File: config.mk
export PLATFORM = sky130hd
export DESIGN_NAME = bcd_updn_cnt
export DESIGN_NICKNAME = d
export VERILOG_FILES = /design/src/rtl/bcd_updn_cnt.sv
export SDC_FILE = /design/constraint.sdc
export NUM_CORES = 1
export LEC_CHECK = 0
export ABC_AREA = 1
export ABC_CLOCK_PERIOD_IN_PS = 1500
export BUFFER_PORTS_ARGS = -buffer_cell sky130_fd_sc_hd__clkbuf_2
export CORE_MARGIN = 4
export CORE_UTILIZATION = 48
export DETAILED_ROUTE_END_ITERATION = 10
export PLACE_DENSITY = 0.72
export SYNTH_ARGS = -nofsm -noshare
export SYNTH_HDL_FRONTEND = slang
export SYNTH_SLANG_ARGS = --single-unit
File: constraint.sdc
create_clock -name clk -period 1.5 [get_ports clk]
set_input_delay 0.075 -clock clk [delete_from_list [all_inputs] [get_ports clk]]
set_output_delay 0.075 -clock clk [all_outputs]
set_load 0.005 [all_outputs]
File: src/rtl/bcd_updn_cnt.sv
// Multi-digit packed BCD up/down counter with load, clear and cascade outputs.
// Digit 0 is the least significant nibble. Carries ripple through all digits in one cycle.

module bcd_updn_digit (
  input  logic [3:0] d_i,
  input  logic       up_i,
  input  logic       dn_i,
  output logic [3:0] nxt_o,
  output logic       up_o,
  output logic       dn_o
);
  always_comb begin
    nxt_o = d_i;
    up_o  = 1'b0;
    dn_o  = 1'b0;
    if (up_i) begin
      if (d_i == 4'd9) begin
        nxt_o = 4'd0;
        up_o  = 1'b1;
      end else begin
        nxt_o = d_i + 4'd1;
      end
    end else if (dn_i) begin
      if (d_i == 4'd0) begin
        nxt_o = 4'd9;
        dn_o  = 1'b1;
      end else begin
        nxt_o = d_i - 4'd1;
      end
    end
  end
endmodule

module bcd_updn_cnt #(
  parameter int DIGITS = 4,
  parameter int SAT    = 0
) (
  input  logic                  clk,
  input  logic                  rstn,
  input  logic                  clr,
  input  logic                  load,
  input  logic [4*DIGITS-1:0]   din,
  input  logic                  inc,
  input  logic                  dec,
  output logic [4*DIGITS-1:0]   Q,
  output logic                  TC,
  output logic                  BC,
  output logic                  load_err
);
  localparam int W = 4 * DIGITS;

  logic [W-1:0]    q_d, q_q, nxt;
  logic            err_d, err_q;
  logic            step_up, step_dn, din_ok;
  logic [DIGITS:0] cy, bw;

  assign step_up = inc & ~dec & ~load & ~clr;
  assign step_dn = dec & ~inc & ~load & ~clr;
  assign cy[0]   = step_up;
  assign bw[0]   = step_dn;

  for (genvar g = 0; g < DIGITS; g++) begin : g_dig
    bcd_updn_digit u_dig (
      .d_i   (q_q[4*g +: 4]),
      .up_i  (cy[g]),
      .dn_i  (bw[g]),
      .nxt_o (nxt[4*g +: 4]),
      .up_o  (cy[g+1]),
      .dn_o  (bw[g+1])
    );
  end

  // A carry out of the top digit only happens when every digit was 9 (or 0 for borrow).
  assign TC = cy[DIGITS];
  assign BC = bw[DIGITS];

  always_comb begin
    din_ok = 1'b1;
    for (int i = 0; i < DIGITS; i++)
      if (din[4*i +: 4] > 4'd9) din_ok = 1'b0;
  end

  always_comb begin
    q_d   = q_q;
    err_d = 1'b0;
    if (clr) begin
      q_d = '0;
    end else if (load) begin
      if (din_ok) q_d = din;
      else        err_d = 1'b1;
    end else if ((TC || BC) && (SAT != 0)) begin
      q_d = q_q;
    end else begin
      q_d = nxt;
    end
  end

  always_ff @(posedge clk) begin
    if (!rstn) begin
      q_q   <= '0;
      err_q <= 1'b0;
    end else begin
      q_q   <= q_d;
      err_q <= err_d;
    end
  end

  assign Q        = q_q;
  assign load_err = err_q;
endmodule

==> results of run 1 <==
## timing repair
item | in CTS | in global routing
resized for setup | 35 | 30
buffers inserted | 12 | 8
hold buffers | 0 | 0
pin swaps | 9 | 23
endpoints found under the setup margin | 2 | 13
## per-layer routing
| layer | wire length (um) | vias up |
|---|---|---|
| met3 | 342 | 9 |
| met5 | 0 | - |
| met4 | 58 | 0 |
| met2 | 2436 | 90 |
| met1 | 2143 | 930 |
| li1 | - | 1056 |
## stage by stage
step | hold slack, ns | TNS (ns) | std cells | setup WS (ns) | util
2_1_floorplan | 0.2987 | 0 | 284 | 0.1361 | -
3_3_place_gp | 0.4179 | 0 | 378 | 0.06982 | 0.6264
3_5_place_dp | 0.4234 | 0 | 378 | 0.04026 | 0.6264
4_1_cts | 0.1020 | -0.004904 | 394 | -0.004904 | 0.6924
5_1_grt | 0.1195 | -0.5440 | 402 | -0.1418 | 0.7460
6_report | 0.08515 | -0.06513 | 402 | -0.06240 | 0.7460
## power by group through the flow
| stage | logic (W) | clock network, W | registers, W |
|---|---|---|---|
| 2_1_floorplan | 0.000245 | 0 | 0.000503 |
| 3_3_place_gp | 0.000371 | 0 | 0.000504 |
| 3_5_place_dp | 0.000371 | 0 | 0.000505 |
| 4_1_cts | 0.000409 | 0.000271 | 0.000492 |
| 5_1_grt | 0.000509 | 0.000298 | 0.000497 |
| 6_report | 0.000458 | 0.000275 | 0.000493 |
## flip-flops by register name, indices dropped and copies added (netlist names)
register  count
Q            16
load_err      1
## Yosys cell counts, types with 3 or more instances
cell / instances
sky130_fd_sc_hd__nand2_1: 93
sky130_fd_sc_hd__nor2_1: 49
sky130_fd_sc_hd__buf_6: 3
sky130_fd_sc_hd__dfxtp_1: 17
sky130_fd_sc_hd__inv_2: 6
sky130_fd_sc_hd__o21ai_0: 16
sky130_fd_sc_hd__o21ai_1: 4
sky130_fd_sc_hd__xor2_1: 4
sky130_fd_sc_hd__nor2_2: 9
sky130_fd_sc_hd__nor3_1: 3
sky130_fd_sc_hd__inv_1: 18
sky130_fd_sc_hd__nand3_4: 3
sky130_fd_sc_hd__a21oi_1: 13
sky130_fd_sc_hd__nand2_2: 5
sky130_fd_sc_hd__nand3_1: 23
## worst reg2reg max path, stage by stage (launching register included)
cell	delay, ns
sky130_fd_sc_hd__dfxtp_4	0.39
sky130_fd_sc_hd__buf_6	0.12
sky130_fd_sc_hd__nor2_4	0.12
sky130_fd_sc_hd__nand2_4	0.08
sky130_fd_sc_hd__nor2_8	0.10
sky130_fd_sc_hd__nand3_4	0.10
sky130_fd_sc_hd__buf_4	0.16
sky130_fd_sc_hd__nand2_1	0.06
sky130_fd_sc_hd__nand2_1	0.06
sky130_fd_sc_hd__nor2_1	0.10
sky130_fd_sc_hd__nor2_1	0.05
sky130_fd_sc_hd__nor2_1	0.10
## placed cells by master (no fill, tap or decap), types with 3 or more instances in the layout
master and count:
sky130_fd_sc_hd__o21ai_0 16, sky130_fd_sc_hd__nor2_4 10, sky130_fd_sc_hd__nand2_4 4, sky130_fd_sc_hd__nand2_1 85, sky130_fd_sc_hd__dfxtp_4 7, sky130_fd_sc_hd__o21ai_1 4, sky130_fd_sc_hd__nand2_2 10, sky130_fd_sc_hd__clkbuf_2 38
sky130_fd_sc_hd__nor2_2 7, sky130_fd_sc_hd__nand3_1 18, sky130_fd_sc_hd__inv_2 8, sky130_fd_sc_hd__a21oi_1 11, sky130_fd_sc_hd__clkbuf_4 3, sky130_fd_sc_hd__nor2_1 43, sky130_fd_sc_hd__dfxtp_1 5, sky130_fd_sc_hd__buf_6 4
sky130_fd_sc_hd__buf_4 33, sky130_fd_sc_hd__nand3_2 5, sky130_fd_sc_hd__inv_1 15, sky130_fd_sc_hd__dfxtp_2 5, sky130_fd_sc_hd__nand3_4 3, sky130_fd_sc_hd__xor2_1 4
## final timing paths
path                            depth (start not counted)  endpoint  slack (ns)    from
worst max-delay path                                    6        BC       -0.06    Q[5]
worst min-delay path                                    5      Q[3]        0.09  din[3]
worst max register to register                         11     Q[13]           0    Q[2]
worst min register to register                          2      Q[4]        0.53    Q[4]
## layout make-up
cell class,count,area (um^2),share of cell area
repair buffers,78,513.0,0.2198
clock buffers,4,26.28,0.01126
well taps,44,55.05,0.02359
flip-flops and latches,17,372.9,0.1598
inverters,26,102.6,0.04397
multi-input cells,233,1264,0.5416
## cell families after synthesis
group | share of synthesized area
AND/OR/NAND/NOR | 0.5546
AO/OA/AOI/OAI | 0.1146
buffers and inverters | 0.09837
flip-flops | 0.2107
XOR/XNOR | 0.02169
==> reports/results.md, run 1 <==
• status: finished with violations
• violations in the final reports: negative setup slack
• number of inserted filler cells in the final layout: 255
• nature of the critical path startpoint: flip-flop
• IO Pins: 41
• Max clock buf depth: 2
• die width: 66.01 um
• Finished Cell Area: 2333 um^2
• busiest layer in global routing: met2
• leak pwr: 1.235 nW
• path class of the lowest-slack min-delay path: in2reg
• category of cells accounting for the largest share of critical-path delay: simple AND/OR/NAND/NOR gates
• total die area: 4357 um^2
• ANT nets after route: 0
• antenna violations before repair: 0
• area share of the largest cell type after synthesis: 0.2161
• Slew @ Worst Pin: 0.3005 ns
• initial DRC count: 174
• max capacitance violation total: 0
• synth warn: 0
• HPWL Detailed: 3391 um
• Buffers & Inverters on Critical Path: 1
• via total after detailed routing: 2085
• Clock Skews: 0.01321 ns
• Worst path most repeated cell: sky130_fd_sc_hd__nor2_2
• Critical Path AT: 1.49 ns
• power density over cell area: 525.3 nW/um^2
• via count of the first global-routing pass: 1900
• proportion of register bits with asynchronous set or reset after synthesis: 0
• number of inserted diodes: 0
• setup repair after global routing missed its margin: yes
• post-synthesis cell area: 1615 um^2
• Synth area leaders: sky130_fd_sc_hd__nand2_1, sky130_fd_sc_hd__dfxtp_1, sky130_fd_sc_hd__nor2_1
• first-pass GRT wire length: 8252 um
• floorplan core area: 3128 um^2
• Cells after Synth: 284
• flip-flop and latch count after synthesis: 17
• total DRC errors in the routed layout: 0
• fraction of power consumed by the clock network: 0.224
• insertion delay to the later sink of the worst-skew pair: 0.31 ns
• leftover overflow at the end of global routing: 0
• switching part of the total power: 0.3768
• met2 Resource Use GR: 0.4080
• ratio of cells with drive above 1 in the final layout: 0.4162
• highest achievable clock rate: 0.6400 GHz
• Critical Path RT: 1.42 ns
• time the worst path needs with I/O delays and setup: 1.562 ns
• dominant register cell in the synthesized netlist: sky130_fd_sc_hd__dfxtp_1
• number of pins with negative max-slew slack in the final report: 0
• delay of the slowest cell on the worst path: 0.38 ns
• Synth area leader: sky130_fd_sc_hd__nand2_1
• Seq/Total Area, Yosys: 0.2107
• clock buffers created by TritonCTS: 3
• TritonCTS clock tree: yes
• setup violators final: 2
• pin count of the biggest net entering global routing: 14
• endpoint kind of the worst setup timing path: output port
• maximum fanout along the worst path: 4
• vertical extent of the die: 66.01 um
• internal power consumption: 0.0007640 W
• number of vias per cell: 5.187
• sum of routed wire length over all layers: 4981 um
• syn_area_per_cell: 5.688 um^2
• clock tree root buffer cell: sky130_fd_sc_hd__clkbuf_4
• Final #Nets: 381
• post-route clock period utilization: 1.042
• worst slew margin relative to its limit: 0.7975
• number of hold violations in the final report: 0
• starting density of the core: 0.5164
• worst-path cell chain: nor2_2 -> nand2_1 -> nor2_2 -> nand2_2 -> nor4_4 -> buf_2
• setup slack after layout: -0.06240 ns
• clock sink count: 17
• Yosys cell types: 28
• port buffer count: 40
• portion of total power attributed to sequential cells: 0.402
• Routed wire per std cell: 12.39 um
• final weighted congestion in routability-driven placement: 0.9058
• met3 global-route usage: 0.02381
• CTS H-tree lvls: 1
• clock slew at the register clock pins of the worst setup and hold paths: 0.12 ns
• total chip power: 0.001226 W
• Setup CP Type: reg2out
• maximum resistive drop on vdd: 0.3138 mV
• net count after synthesis: 306
• gr usage total: 0.2370
• number of iterations in the first detailed-routing pass: 4
• net switching component of the power: 0.0004619 W
• share of total power in combinational logic: 0.374
• num rows: 20
• area post-placement: 1959 um^2
• count of flip-flops with a built-in enable after synthesis: 0
• Layout area overhead: 44.46%
• cell with the largest stage delay on the worst path: sky130_fd_sc_hd__dfxtp_4
• global-route track usage on met1: 0.3144
No activity file was read; power rests on OpenSTA's default activity.
==> inputs of run 2 (changes only) <==
--- a/config.mk
+++ b/config.mk
@@ -8,10 +8,10 @@
 export ABC_AREA = 1
 export ABC_CLOCK_PERIOD_IN_PS = 1500
 export BUFFER_PORTS_ARGS = -buffer_cell sky130_fd_sc_hd__clkbuf_2
-export CORE_MARGIN = 4
 export CORE_UTILIZATION = 48
+export CTS_BUF_LIST = sky130_fd_sc_hd__clkbuf_4 sky130_fd_sc_hd__clkbuf_8 sky130_fd_sc_hd__clkbuf_16
 export DETAILED_ROUTE_END_ITERATION = 10
-export PLACE_DENSITY = 0.72
+export PLACE_DENSITY = 0.73
 export SYNTH_ARGS = -nofsm -noshare
 export SYNTH_HDL_FRONTEND = slang
 export SYNTH_SLANG_ARGS = --single-unit
==> reports/results.md, run 2 (synthesized netlist as in run 1, its figures left out) <==
• status: finished clean
• number of iterations in the first detailed-routing pass: 5
• nature of the critical path startpoint: flip-flop
• Setup CP Type: reg2out
• antenna violations before repair: 0
• most used cells in the layout excluding fill and tap cells: sky130_fd_sc_hd__nand2_1, sky130_fd_sc_hd__nor2_1, sky130_fd_sc_hd__clkbuf_2
• via total after detailed routing: 1989
• max capacitance violation total: 0
• IO Pins: 41
• setup repair after global routing missed its margin: yes
• post-route worst hold slack: 0.09790 ns
• total chip power: 0.001190 W
• first-pass GRT wire length: 7465 um
• port buffer count: 40
• start point of the worst hold path: din[3]
• worst slew margin relative to its limit: 0.7299
• Critical Path AT: 1.41 ns
• initial DRC count: 125
• maximum fanout along the worst path: 5
• Cell Count Post-Placement: 376
• number of cells traversed by the worst hold path: 5
• sum of routed wire length over all layers: 4589 um
• num rows: 20
• max reg flops: 16
• ratio of cells with drive above 1 in the final layout: 0.3868
• insertion delay to the later sink of the worst-skew pair: 0.31 ns
• count of cells along the worst register-to-register path: 11
• final weighted congestion in routability-driven placement: 1.037
• number of hold violations in the final report: 0
• highest achievable clock rate: 0.6747 GHz
• HPWL Detailed: 3309 um
• floorplan core area: 3128 um^2
• time the worst path needs with I/O delays and setup: 1.482 ns
• setup violators final: 0
• Clock Skews: 0.008404 ns
• die width: 60.01 um
• startpoint of the worst register-to-register path: Q[3]
• clock slew at the register clock pins of the worst setup and hold paths: 0.10 ns
• via count of the first global-routing pass: 1750
• portion of total power attributed to sequential cells: 0.417
• number of vias per cell: 5.061
• fraction of power consumed by the clock network: 0.226
• share of total power in combinational logic: 0.357
• TritonCTS clock tree: yes
• leftover overflow at the end of global routing: 0
• cell with the largest stage delay on the worst path: sky130_fd_sc_hd__dfxtp_4
• commonest non-fill, non-tap cell in the layout: sky130_fd_sc_hd__nand2_1
• number of inserted filler cells in the final layout: 306
• clock buffers created by TritonCTS: 3
• Final #Nets: 372
• post-layout utilization of the core: 0.7100
• switching part of the total power: 0.3725
• Max clock buf depth: 2
• path class of the lowest-slack min-delay path: in2reg
• total die area: 3601 um^2
• endpoint kind of the worst setup timing path: output port
• category of cells accounting for the largest share of critical-path delay: simple AND/OR/NAND/NOR gates
• power density over cell area: 535.8 nW/um^2
• number of inserted diodes: 0
• gr usage total: 0.2739
• leak pwr: 1.166 nW
• number of pins with negative max-slew slack in the final report: 0
• total DRC errors in the routed layout: 0
• post-route clock period utilization: 0.9880
• non-filler cells, final: 393
• worst-case register-to-register setup slack: 0.08 ns
• end of the worst register-to-register path: Q[14]
• Layout area overhead: 37.49%
• worst-path cell chain: inv_1 -> nand2_2 -> nor2_4 -> nand3_4 -> nand2_1 -> nor4_2 -> buf_2
• pin count of the biggest net entering global routing: 14
• clock sink count: 17
• Endpoint, Worst Hold: Q[3]
• Routed wire per std cell: 11.68 um
• vertical extent of the die: 60.01 um
• delay of the slowest cell on the worst path: 0.40 ns
• net switching component of the power: 0.0004433 W
• Setup crit start: Q[1]
• Buffers & Inverters on Critical Path: 2
• CTS H-tree lvls: 1
• starting density of the core: 0.5164
• maximum resistive drop on vdd: 0.3731 mV
• Slew @ Worst Pin: 0.4048 ns
• clock tree root buffer cell: sky130_fd_sc_hd__clkbuf_4
• Critical Path RT: 1.42 ns
• ANT nets after route: 0
• internal power consumption: 0.0007466 W
-- run 2: how the worst max path moves through the flow --
| stage | to | slack [ns] | cells past startpoint |
|---|---|---|---|
| after floorplan | Q[7] | 0.14 | 9 |
| after global routing | TC | -0.07 | 7 |
| after CTS | BC | -0.002 | 6 |
| after detailed placement | Q[14] | 0.04 | 10 |
| final | BC | 0.02 | 7 |
| after global placement | Q[15] | 0.05 | 8 |
-- run 2: layer usage --
metal  part of all wire  vias up  global-route usage  wire length (um)
met5                  0        -                   0                 0
met4              0.011        0              0.1130                52
met3              0.054        5             0.03247               248
met2               0.49       61              0.4714              2236
met1               0.45      890              0.3434              2052
li1                   -     1033                   -                 -
-- run 2: worst min-delay path, delay by kind of cell --
kind                   cells  cell delay (ns)
and+or+nand+nor            3             0.16
buffers and inverters      1             0.09
AOI/OAI and AO/OA          1             0.05
-- run 2: power by group through the flow --
stage	sequential, W	clock (W)	combinational [W]
2_1_floorplan	0.000503	0	0.000245
3_3_place_gp	0.000502	0	0.000365
3_5_place_dp	0.000504	0	0.000363
4_1_cts	0.000494	0.000279	0.000398
5_1_grt	0.000500	0.000280	0.000474
6_report	0.000496	0.000269	0.000425
-- run 2: cell type report --
cell class / instances / area (um^2) / area share
clock inverters: 1 / 5.005 / 0.002254
inverters: 26 / 102.6 / 0.04620
flip-flops and latches: 17 / 371.6 / 0.1673
multi-input cells: 233 / 1242 / 0.5594
repair buffers: 69 / 421.7 / 0.1899
clock buffers: 3 / 22.52 / 0.01014
well taps: 44 / 55.05 / 0.02479
-- run 2: stage by stage --
stage | area (um^2) | setup slack, ns | setup TNS [ns]
after floorplan | 1615 | 0.1361 | 0
after global placement | 1932 | 0.05327 | 0
after detailed placement | 1932 | 0.04261 | 0
after CTS | 2107 | -0.001738 | -0.001738
after global routing | 2221 | -0.06540 | -0.1385
final | 2221 | 0.01796 | 0
-- run 2: repair_timing --
| action | CTS | global route |
|---|---|---|
| hold buffers | 0 | 0 |
| endpoints found under the hold margin | 0 | 0 |
| endpoints found under the setup margin | 2 | 11 |
| cloned | 0 | 0 |
| gates resized for setup | 32 | 26 |
| pin swaps | 7 | 12 |
| setup buffers | 9 | 4 |
==> inputs of run 3 (changes only) <==
--- a/config.mk
+++ b/config.mk
@@ -5,13 +5,14 @@
 export SDC_FILE = /design/constraint.sdc
 export NUM_CORES = 1
 export LEC_CHECK = 0
-export ABC_AREA = 1
 export ABC_CLOCK_PERIOD_IN_PS = 1500
 export BUFFER_PORTS_ARGS = -buffer_cell sky130_fd_sc_hd__clkbuf_2
 export CORE_UTILIZATION = 48
 export CTS_BUF_LIST = sky130_fd_sc_hd__clkbuf_4 sky130_fd_sc_hd__clkbuf_8 sky130_fd_sc_hd__clkbuf_16
 export DETAILED_ROUTE_END_ITERATION = 10
+export GPL_TIMING_DRIVEN = 0
 export PLACE_DENSITY = 0.73
+export SETUP_SLACK_MARGIN = 0.1
 export SYNTH_ARGS = -nofsm -noshare
 export SYNTH_HDL_FRONTEND = slang
 export SYNTH_SLANG_ARGS = --single-unit
==> reports/results.md, run 3 <==
• post-route clock period utilization: 1.352
• cell with the largest stage delay on the worst path: sky130_fd_sc_hd__or4_4
• num rows: 20
• Synth area leaders: sky130_fd_sc_hd__dfxtp_1, sky130_fd_sc_hd__nand2_1, sky130_fd_sc_hd__o21ai_0
• Setup CP Type: reg2out
• via count of the first global-routing pass: 1729
• CTS H-tree lvls: 1
• max reg flops: 16
• number of inserted diodes: 0
• ANT nets after route: 0
• status: finished with violations
• insertion delay to the later sink of the worst-skew pair: 0.29 ns
• dominant register cell in the synthesized netlist: sky130_fd_sc_hd__dfxtp_1
• violations in the final reports: negative setup slack
• worst-case register-to-register setup slack: -0.50 ns
• pin count of the biggest net entering global routing: 11
• setup violators final: 16
• power density over cell area: 488.7 nW/um^2
• commonest non-fill, non-tap cell in the layout: sky130_fd_sc_hd__clkbuf_2
• portion of total power attributed to sequential cells: 0.411
• post-synthesis cell area: 1652 um^2
• initial DRC count: 185
• internal power consumption: 0.0007781 W
• delay of the slowest cell on the worst path: 0.55 ns
• clock slew at the register clock pins of the worst setup and hold paths: 0.11 ns
• post-layout utilization of the core: 0.7702
• die width: 60.66 um
• setup repair after global routing missed its margin: yes
• flip-flop and latch count after synthesis: 17
• Routed wire per std cell: 15.97 um
• time the worst path needs with I/O delays and setup: 2.028 ns
• HPWL Detailed: 3395 um
• Clock Skews: 0.001436 ns
• count of hold buffers inserted by post-cts repair: 0
• total die area: 3680 um^2
• setup TNS: -6.103 ns
• max capacitance violation total: 0
• worst-path cell chain: or4_4 -> nor3_4 -> and2_4 -> nor4b_4 -> buf_2
• first-pass GRT wire length: 7962 um
• switching part of the total power: 0.3444
• IO Pins: 41
• top-count cell post-synth: sky130_fd_sc_hd__nand2_1
• post-route worst hold slack: 0.01366 ns
• highest achievable clock rate: 0.4931 GHz
• Layout area overhead: 47.05%
• Critical Path AT: 1.95 ns
• final weighted congestion in routability-driven placement: 0.8265
• starting density of the core: 0.5238
• port buffer count: 40
• syn_area_per_cell: 7.611 um^2
• endpoint kind of the worst setup timing path: output port
• nature of the critical path startpoint: flip-flop
• clock tree root buffer cell: sky130_fd_sc_hd__clkbuf_4
• leak pwr: 0.9387 nW
• via total after detailed routing: 1957
• Cell Count Post-Placement: 301
• TritonCTS clock tree: yes
• fraction of power consumed by the clock network: 0.221
• non-filler cells, final: 330
• area share of the largest cell type after synthesis: 0.2061
• Yosys cell types: 61
• Cells after Synth: 217
• setup slack after layout: -0.5281 ns
• number of hold violations in the final report: 0
• Final #Nets: 309
• sum of routed wire length over all layers: 5269 um
• net count after synthesis: 239
• total chip power: 0.001187 W
• total DRC errors in the routed layout: 0
• number of iterations in the first detailed-routing pass: 4
• number of inserted filler cells in the final layout: 243
• path class of the lowest-slack min-delay path: in2reg
• Seq/Total Area, Yosys: 0.2061
• vertical extent of the die: 60.66 um
• count of flip-flops with a built-in enable after synthesis: 0
• Buffers & Inverters on Critical Path: 1
• Critical Path RT: 1.42 ns
• Slew @ Worst Pin: 0.6128 ns
• synth warn: 0
• clock sink count: 17
• proportion of register bits with asynchronous set or reset after synthesis: 0
• number of vias per cell: 5.930
• worst slew margin relative to its limit: 0.5915
• clock buffers created by TritonCTS: 3
• ratio of cells with drive above 1 in the final layout: 0.4510
• category of cells accounting for the largest share of critical-path delay: simple AND/OR/NAND/NOR gates
• Max clock buf depth: 2
• synth cell count leaders: sky130_fd_sc_hd__nand2_1, sky130_fd_sc_hd__dfxtp_1, sky130_fd_sc_hd__o21ai_0
• floorplan core area: 3153 um^2
• leftover overflow at the end of global routing: 0
• most used cells in the layout excluding fill and tap cells: sky130_fd_sc_hd__clkbuf_2, sky130_fd_sc_hd__nand2_1, sky130_fd_sc_hd__buf_4
• antenna violations before repair: 0
• gr usage total: 0.2874
• net switching component of the power: 0.0004088 W
• maximum fanout along the worst path: 7
• share of total power in combinational logic: 0.368
• maximum resistive drop on vdd: 0.5227 mV
• Synth area leader: sky130_fd_sc_hd__dfxtp_1
• number of pins with negative max-slew slack in the final report: 0
-- run 3: worst min-delay path: cells and delay by family --
family / cells / cell delay (ns)
compound gates: 1 / 0.06
buf+inv: 1 / 0.08
simple gates: 1 / 0.06
-- run 3: final timing paths --
path,startpoint,endpoint,cells past startpoint
worst max-delay path,Q[7],BC,5
worst min-delay path,din[4],Q[4],3
worst max register to register,Q[7],Q[15],7
worst min register to register,Q[7],Q[7],2
-- run 3: power groups by stage --
stage	Sequential (W)	Clock [W]	Combinational, W
after floorplan	0.000496	0	0.000241
after global placement	0.000498	0	0.000342
after detailed placement	0.000498	0	0.000346
after CTS	0.000486	0.000267	0.000388
after global routing	0.000491	0.000294	0.000472
final	0.000488	0.000262	0.000437
-- run 3: logic make-up after synthesis --
group,synth area share
AO/OA/AOI/OAI,0.2644
XOR/XNOR,0.04773
buffers and inverters,0.1008
flip-flops,0.2061
multiplexers,0.05530
AND/OR/NAND/NOR,0.3258
-- run 3: through the flow --
stage          setup slack [ns]  instance area, um^2
2_1_floorplan           -0.4652                 1749
3_3_place_gp            -0.8131                 2004
3_5_place_dp            -0.8160                 2004
4_1_cts                 -0.5461                 2256
5_1_grt                 -0.6184                 2429
6_report                -0.5281                 2429
-- run 3: routing by layer --
metal / GRT usage / vias to the layer above / part of all wire / wire length, um
li1: - / 955 / - / -
met1: 0.3742 / 925 / 0.44 / 2307
met2: 0.4992 / 67 / 0.50 / 2618
met3: 0.03838 / 10 / 0.045 / 237
met4: 0.07792 / 0 / 0.020 / 106
met5: 0 / - / 0 / 0
-- run 3: repair_timing --
item / in CTS / in global routing
hold endpoints to repair: 0 / 0
endpoints found under the setup margin: 18 / 18
pin swaps: 14 / 21
setup buffers: 15 / 12
gates resized for setup: 36 / 25
-- run 3: layout make-up --
type,count,area (um^2),share of cell area
Buffer,21,160.2,0.06595
Clock buffer,3,22.52,0.009274
Clock inverter,1,5.005,0.002061
Inverter,5,22.52,0.009274
Multi-Input combinational cell,172,1361,0.5605
Sequential cell,17,357.8,0.1473
Tap cell,44,55.05,0.02267
Timing Repair Buffer,67,444.2,0.1829
